===== config.mk =====
export PLATFORM = sky130hd
export DESIGN_NAME = control_fsm
export DESIGN_NICKNAME = d
export VERILOG_FILES = /design/src/rtl/control_pkg.sv /design/src/rtl/control_fsm_cond_eval.sv /design/src/rtl/control_fsm.sv
export SDC_FILE = /design/constraint.sdc
export NUM_CORES = 1
export LEC_CHECK = 0
export BUFFER_PORTS_ARGS = -buffer_cell sky130_fd_sc_hd__buf_2
export CAP_MARGIN = 5
export CORE_MARGIN = 3
export CORE_UTILIZATION = 42
export DETAILED_ROUTE_END_ITERATION = 10
export PLACE_DENSITY_LB_ADDON = 0.12
export SLEW_MARGIN = 20
export SYNTH_ARGS = -nofsm -noshare
export SYNTH_HDL_FRONTEND = slang
export SYNTH_SLANG_ARGS = --single-unit

===== constraint.sdc =====
create_clock -name clk -period 2.5 [get_ports clk]
set_input_delay 0 -clock clk [delete_from_list [all_inputs] [get_ports clk]]
set_output_delay 0 -clock clk [all_outputs]
set_load 0.005 [all_outputs]

===== src/rtl/control_pkg.sv =====
// Shared encodings for the multi-cycle CPU control unit.
// States, opcodes, datapath select codes and phase values.
package control_pkg;

    typedef enum logic [2:0] {
        ST_FETCH,
        ST_DECODE,
        ST_EXEC,
        ST_HALT,
        ST_FAULT
    } state_t;

    localparam logic [3:0] OP_LD   = 4'b0100;
    localparam logic [3:0] OP_ST   = 4'b0101;
    localparam logic [3:0] OP_MOV  = 4'b0110;
    localparam logic [3:0] OP_HALT = 4'b0111;
    localparam logic [3:0] OP_LDI  = 4'b1100;
    localparam logic [3:0] OP_STA  = 4'b1101;
    localparam logic [3:0] OP_LDA  = 4'b1110;
    localparam logic [3:0] OP_JMP  = 4'b1111;

    localparam logic [1:0] RSEL_IMM = 2'b00;
    localparam logic [1:0] RSEL_RS  = 2'b01;
    localparam logic [1:0] RSEL_RAM = 2'b10;
    localparam logic [1:0] RSEL_ALU = 2'b11;

    localparam logic [1:0] ASEL_PC  = 2'b00;
    localparam logic [1:0] ASEL_IMM = 2'b01;
    localparam logic [1:0] ASEL_RS  = 2'b10;

    localparam logic [1:0] PH_FETCH  = 2'b00;
    localparam logic [1:0] PH_DECODE = 2'b01;
    localparam logic [1:0] PH_EXEC   = 2'b10;
    localparam logic [1:0] PH_STOP   = 2'b11;

    localparam logic [1:0] CC_Z   = 2'b00;
    localparam logic [1:0] CC_NZ  = 2'b01;
    localparam logic [1:0] CC_POS = 2'b10;
    localparam logic [1:0] CC_NEG = 2'b11;

    // Instructions with op[3] set carry an immediate word.
    function automatic logic two_word(input logic [3:0] op);
        return op[3];
    endfunction

    function automatic logic [1:0] phase_of(input state_t s);
        logic [1:0] p;
        p = PH_STOP;
        unique case (s)
            ST_FETCH:  p = PH_FETCH;
            ST_DECODE: p = PH_DECODE;
            ST_EXEC:   p = PH_EXEC;
            default:   p = PH_STOP;
        endcase
        return p;
    endfunction

endpackage


===== src/rtl/control_fsm_cond_eval.sv =====
// Branch condition evaluator for conditional jumps.
// Maps the 2-bit condition code and ALU flags to a take decision.
import control_pkg::*;

module cond_eval (
    input  logic [1:0] cc,
    input  logic       zero,
    input  logic       negative,
    output logic       take
);

    // Select the flag expression named by the condition code.
    always_comb begin
        take = 1'b0;
        unique case (cc)
            CC_Z:    take = zero;
            CC_NZ:   take = ~zero;
            CC_POS:  take = ~zero & ~negative;
            CC_NEG:  take = negative;
            default: take = 1'b0;
        endcase
    end

endmodule


===== src/rtl/control_fsm.sv =====
// Multi-cycle FETCH/DECODE/EXECUTE control unit with memory wait and timeout.
// Optional SINGLE_STEP_EN adds a step input that gates each instruction fetch.
import control_pkg::*;

module control_fsm #(
    parameter int IR_WIDTH   = 8,
    parameter int REG_ADDR_W = 2,
    parameter int WAIT_LIMIT = 15
) (
    input  logic                  clk,
    input  logic                  reset,
`ifdef SINGLE_STEP_EN
    input  logic                  step,
`endif
    input  logic [IR_WIDTH-1:0]   irvalue,
    input  logic                  zero,
    input  logic                  negative,
    input  logic                  mem_ready,
    output logic                  mem_req,
    output logic                  readwrite,
    output logic [1:0]            addrsel,
    output logic                  irload,
    output logic                  imload,
    output logic                  pcload,
    output logic                  pcsel,
    output logic [1:0]            regsel,
    output logic                  dwrite,
    output logic [REG_ADDR_W-1:0] dregsel,
    output logic [REG_ADDR_W-1:0] sregsel,
    output logic [1:0]            aluop,
    output logic [1:0]            phase,
    output logic                  halted,
    output logic                  fault
);

    localparam int CW = $clog2(WAIT_LIMIT + 1);

    if (IR_WIDTH < 4 + 2 * REG_ADDR_W) begin : g_bad_ir
        $error("control_fsm: IR_WIDTH too small for opcode and register fields");
    end
    if (WAIT_LIMIT < 1) begin : g_bad_wait
        $error("control_fsm: WAIT_LIMIT must be at least 1");
    end

    state_t state;
    state_t nxt;
    logic [CW-1:0] wcnt;
    logic [CW-1:0] wnxt;

    logic [3:0]            op;
    logic [REG_ADDR_W-1:0] rd;
    logic [REG_ADDR_W-1:0] rs;
    logic                  take;
    logic                  go;

    logic       req;
    logic       rw;
    logic [1:0] asel;
    logic       ir_ld;
    logic       im_ld;
    logic       pc_ld;
    logic       pc_s;
    logic [1:0] rsel;
    logic       dw;

    assign op = irvalue[IR_WIDTH-1 -: 4];
    assign rd = irvalue[2*REG_ADDR_W-1 -: REG_ADDR_W];
    assign rs = irvalue[REG_ADDR_W-1:0];

    cond_eval u_cond (
        .cc       (op[1:0]),
        .zero     (zero),
        .negative (negative),
        .take     (take)
    );

`ifdef SINGLE_STEP_EN
    logic armed;

    // Arm one instruction on a step pulse; disarm once its fetch completes.
    always_ff @(posedge clk or posedge reset) begin
        if (reset) begin
            armed <= 1'b0;
        end else if (state == ST_FETCH && !armed && step) begin
            armed <= 1'b1;
        end else if (ir_ld) begin
            armed <= 1'b0;
        end
    end

    assign go = armed;
`else
    assign go = 1'b1;
`endif

    // Decode state, opcode and handshake into strobes and next state.
    always_comb begin
        nxt   = state;
        wnxt  = '0;
        req   = 1'b0;
        rw    = 1'b0;
        asel  = ASEL_PC;
        ir_ld = 1'b0;
        im_ld = 1'b0;
        pc_ld = 1'b0;
        pc_s  = 1'b0;
        rsel  = RSEL_IMM;
        dw    = 1'b0;
        if (!reset) begin
            unique case (state)
                ST_FETCH: begin
                    if (go) begin
                        req = 1'b1;
                        if (mem_ready) begin
                            ir_ld = 1'b1;
                            pc_ld = 1'b1;
                            nxt   = ST_DECODE;
                        end
                    end
                end
                ST_DECODE: begin
                    if (two_word(op)) begin
                        req = 1'b1;
                        if (mem_ready) begin
                            im_ld = 1'b1;
                            pc_ld = 1'b1;
                            nxt   = ST_EXEC;
                        end
                    end else begin
                        nxt = ST_EXEC;
                    end
                end
                ST_EXEC: begin
                    unique casez (op)
                        4'b00??: begin
                            dw   = 1'b1;
                            rsel = RSEL_ALU;
                            nxt  = ST_FETCH;
                        end
                        OP_LD, OP_LDA: begin
                            req  = 1'b1;
                            asel = (op == OP_LD) ? ASEL_RS : ASEL_IMM;
                            rsel = RSEL_RAM;
                            if (mem_ready) begin
                                dw  = 1'b1;
                                nxt = ST_FETCH;
                            end
                        end
                        OP_ST, OP_STA: begin
                            req  = 1'b1;
                            rw   = 1'b1;
                            asel = (op == OP_ST) ? ASEL_RS : ASEL_IMM;
                            if (mem_ready) begin
                                nxt = ST_FETCH;
                            end
                        end
                        OP_MOV: begin
                            dw   = 1'b1;
                            rsel = RSEL_RS;
                            nxt  = ST_FETCH;
                        end
                        OP_HALT: begin
                            nxt = ST_HALT;
                        end
                        4'b10??: begin
                            pc_ld = take;
                            pc_s  = take;
                            nxt   = ST_FETCH;
                        end
                        OP_LDI: begin
                            dw   = 1'b1;
                            rsel = RSEL_IMM;
                            nxt  = ST_FETCH;
                        end
                        OP_JMP: begin
                            pc_ld = 1'b1;
                            pc_s  = 1'b1;
                            nxt   = ST_FETCH;
                        end
                        default: nxt = ST_FETCH;
                    endcase
                end
                ST_HALT:  nxt = ST_HALT;
                ST_FAULT: nxt = ST_FAULT;
                default:  nxt = ST_FAULT;
            endcase
            // A stalled request either counts on or times out into FAULT.
            if (req && !mem_ready) begin
                if (wcnt == CW'(WAIT_LIMIT - 1)) begin
                    nxt = ST_FAULT;
                end else begin
                    wnxt = wcnt + CW'(1);
                end
            end
        end
    end

    // State and wait-counter registers.
    always_ff @(posedge clk or posedge reset) begin
        if (reset) begin
            state <= ST_FETCH;
            wcnt  <= '0;
        end else begin
            state <= nxt;
            wcnt  <= wnxt;
        end
    end

    assign mem_req   = req;
    assign readwrite = rw;
    assign addrsel   = asel;
    assign irload    = ir_ld;
    assign imload    = im_ld;
    assign pcload    = pc_ld;
    assign pcsel     = pc_s;
    assign regsel    = rsel;
    assign dwrite    = dw;
    assign dregsel   = reset ? '0 : rd;
    assign sregsel   = reset ? '0 : rs;
    assign aluop     = reset ? 2'b00 : op[1:0];
    assign phase     = reset ? PH_FETCH : phase_of(state);
    assign halted    = !reset && (state == ST_HALT);
    assign fault     = !reset && (state == ST_FAULT);

endmodule


==> flow_metrics.env <==
export IMPL_status="finished, final reports clean"
export IMPL_antenna_found_initial=0
export IMPL_synth_seq_area_share_pct=23.1
export IMPL_drc=0
export IMPL_dpl_instance_area_um2=896
export IMPL_regArea_um2=175
export IMPL_clkPwrFrac_pct=19.1
export IMPL_ys_ff_latch=7
export IMPL_grt_max_degree=17
export IMPL_cp_start_kind="register"
export IMPL_hold_path_class="input pin to register"
export IMPL_fin_crit_sh_pct=72.1
export IMPL_grt_pass1_vias=768
export IMPL_ys_warn_count=0
export IMPL_die_w_um=48.5
export IMPL_powerDensity_nw_per_um2=555
export IMPL_cts_buffers=3
export IMPL_cp_data_arrival_time_ns=1.80
export IMPL_cts_tree="yes"
export IMPL_first_pass_iters=4
export IMPL_die_area_um2=2350
export IMPL_vias=796
export IMPL_multi_input_area_um2=510
export IMPL_wire_per_inst_um=12.0
export IMPL_synthDistinctLibCells=41
export IMPL_finalClockSkew_ns=0.00219
export IMPL_utilization_pct=58.5
export IMPL_setup_viol=0
export IMPL_place_congestion=0.762
export IMPL_cts_path_max_buffers=2
export IMPL_max_slew_margin_pct=73.9
export IMPL_path_max_fanout=12
export IMPL_start_util_pct=47.5
export IMPL_synth_edff_count=0
export IMPL_core_um2=1590
export IMPL_switching_share_pct=40.2
export IMPL_crit_path_end_kind="output port"
export IMPL_pre_cts_ws_ns=0.799
export IMPL_netlist_top_cells_area="dfrtp_1 23%, nor2b_1 7.4%, nor2_1 6.4%"
export IMPL_syn_to_final_growth_pct=23.1
export IMPL_drt_total_wl_mm=1.83
export IMPL_seq_power_share_pct=35.6
export IMPL_ctsResizeCount=0
export IMPL_ant_nets=0
export IMPL_final_cells=152
export IMPL_fin_crit_ns=1.80
export IMPL_crit_type="register to output port"
export IMPL_setup_slack_ns=0.697
export IMPL_synth_fp_nets=114
export IMPL_synth_main_ff_cell="dfrtp_1"
export IMPL_drt_iter0_drc=10
export IMPL_htreeDepth=1
export IMPL_irDropWorstVdd_mv=0.394
export IMPL_rsz0062_at_grt="no"
export IMPL_p_leak_nw=0.470
export IMPL_row_count=14
export IMPL_worstPathRequired_ns=2.50
export IMPL_async_reset_ff_share_pct=100
export IMPL_netlist_area_leader_share_pct=23.1
export IMPL_die_h_um=48.5
export IMPL_synth_cells=99
export IMPL_grt_pass1_wl_mm=3.15
export IMPL_path_clk_slew_ns=0.05
export IMPL_drv_cap=0
export IMPL_synth_top_area_cell="dfrtp_1"
export IMPL_place_hpwl_mm=1.40
export IMPL_worstMarginPinSlew_ns=0.391
export IMPL_clock_sink_count=7
export IMPL_hold_ws_ns=0.238
export IMPL_hold_violations=0
export IMPL_fin_setup_tns_ns=0
export IMPL_placed_cells=147
export IMPL_design_area_um2=932
export IMPL_antennaDiodeCount=0
export IMPL_total_power_mw=0.518
export IMPL_grt_overflow=0
export IMPL_drive_gt1_share_pct=35.2
export IMPL_p_switching_mw=0.208
export IMPL_cts_root_buffer="clkbuf_4"
export IMPL_ioPinCount=34
export IMPL_p_int_mw=0.310
export IMPL_netlist_area_um2=757
export IMPL_clkLatencyLatePin_ns=0.24
export IMPL_clock_fmax_mhz=555
export IMPL_grt_usage_pct=16.2
export IMPL_p_comb_share_pct=45.2
export IMPL_fill_cells=157
export IMPL_viasPerCell=5.24
export IMPL_fin_nets=144
export IMPL_port_buffer_count=33
export IMPL_drv_slew=0
export IMPL_synth_area_per_cell_um2=7.65
-- routing by layer --
| layer | track usage (%) | vias to the layer above | wire length, um |
|---|---|---|---|
| li1 | - | 408 | - |
| met1 | 18.9 | 369 | 842 |
| met2 | 28.0 | 15 | 897 |
| met3 | 2.15 | 4 | 66 |
| met4 | 10.4 | 0 | 25 |
| met5 | 0 | - | 0 |
-- flip-flops by register name, indices dropped and copies added (netlist names) --
signal and cells:
wcnt 4, state 3
-- cells by family (layout without fill, tap and decap cells) --
family | Yosys count | after routing | synth area share, %
xor+xnor | 4 | 4 | 4.63
buf+inv | 13 | 42 | 9.42
flops | 7 | 7 | 23.1
fa+ha+maj | 2 | 2 | 3.31
compound gates | 26 | 26 | 26.1
simple gates | 47 | 47 | 33.4
-- worst max-delay path, cell delays in order (launching register included) --
cell and delay, ns:
dfrtp_1 0.51, a211oi_4 0.37, and3_4 0.26, nand2_2 0.08
nor3b_1 0.20, buf_2 0.14
-- Yosys cell counts (2+ instances only) --
| library cell | n |
|---|---|
| nor2_1 | 13 |
| nor2b_1 | 9 |
| dfrtp_1 | 7 |
| nand2_1 | 5 |
| nor3_1 | 5 |
| o21ai_0 | 5 |
| a21oi_1 | 4 |
| buf_2 | 4 |
| inv_1 | 4 |
| nand3_1 | 4 |
| clkbuf_1 | 3 |
| xnor2_1 | 3 |
| and2_2 | 2 |
| and3_2 | 2 |
| ha_1 | 2 |
| o21a_1 | 2 |
-- power groups by stage --
stage	Combinational, mW	Clock [mW]	Sequential (mW)
2_1_floorplan	0.205	0	0.150
3_3_place_gp	0.231	0	0.183
3_5_place_dp	0.234	0	0.185
4_1_cts	0.236	0.105	0.183
5_1_grt	0.261	0.107	0.191
6_report	0.234	0.0990	0.184
-- cell type report --
class / instances / area share, %
Multi-Input combinational cell: 79 / 54.8
Tap cell: 24 / 3.22
Sequential cell: 7 / 18.8
Inverter: 4 / 1.61
Clock buffer: 4 / 2.82
Timing Repair Buffer: 34 / 18.8
-- cells in the final DEF (no fill, tap or decap), types with 2 or more instances in the layout --
cell / count
a21oi_1: 4
and2_2: 2
and3_2: 2
buf_2: 33
clkbuf_4: 3
dfrtp_1: 7
ha_1: 2
inv_1: 4
nand2_1: 5
nand3_1: 4
nor2_1: 13
nor2b_1: 9
nor3_1: 5
o21a_1: 2
o21ai_0: 5
xnor2_1: 3
-- final timing paths --
path / to / cells after the start / startpoint / slack, ns
setup / recovery: readwrite / 5 / state[0] / 0.70
min in group asynchronous: state[2] / 3 / reset / 0.40
setup reg to reg: state[0] / 5 / state[0] / 0.77
hold / removal: state[2] / 3 / mem_ready / 0.24
hold reg to reg: wcnt[0] / 1 / wcnt[0] / 0.49
max in group asynchronous: wcnt[1] / 3 / reset / 1.89
-- timing repair --
action / 4_1_cts / 5_1_grt
hold endpoints to repair: 7 / 0
buffers inserted: 0 / 0
hold buffers: 1 / 0
Power figures use the tool's default switching activity.
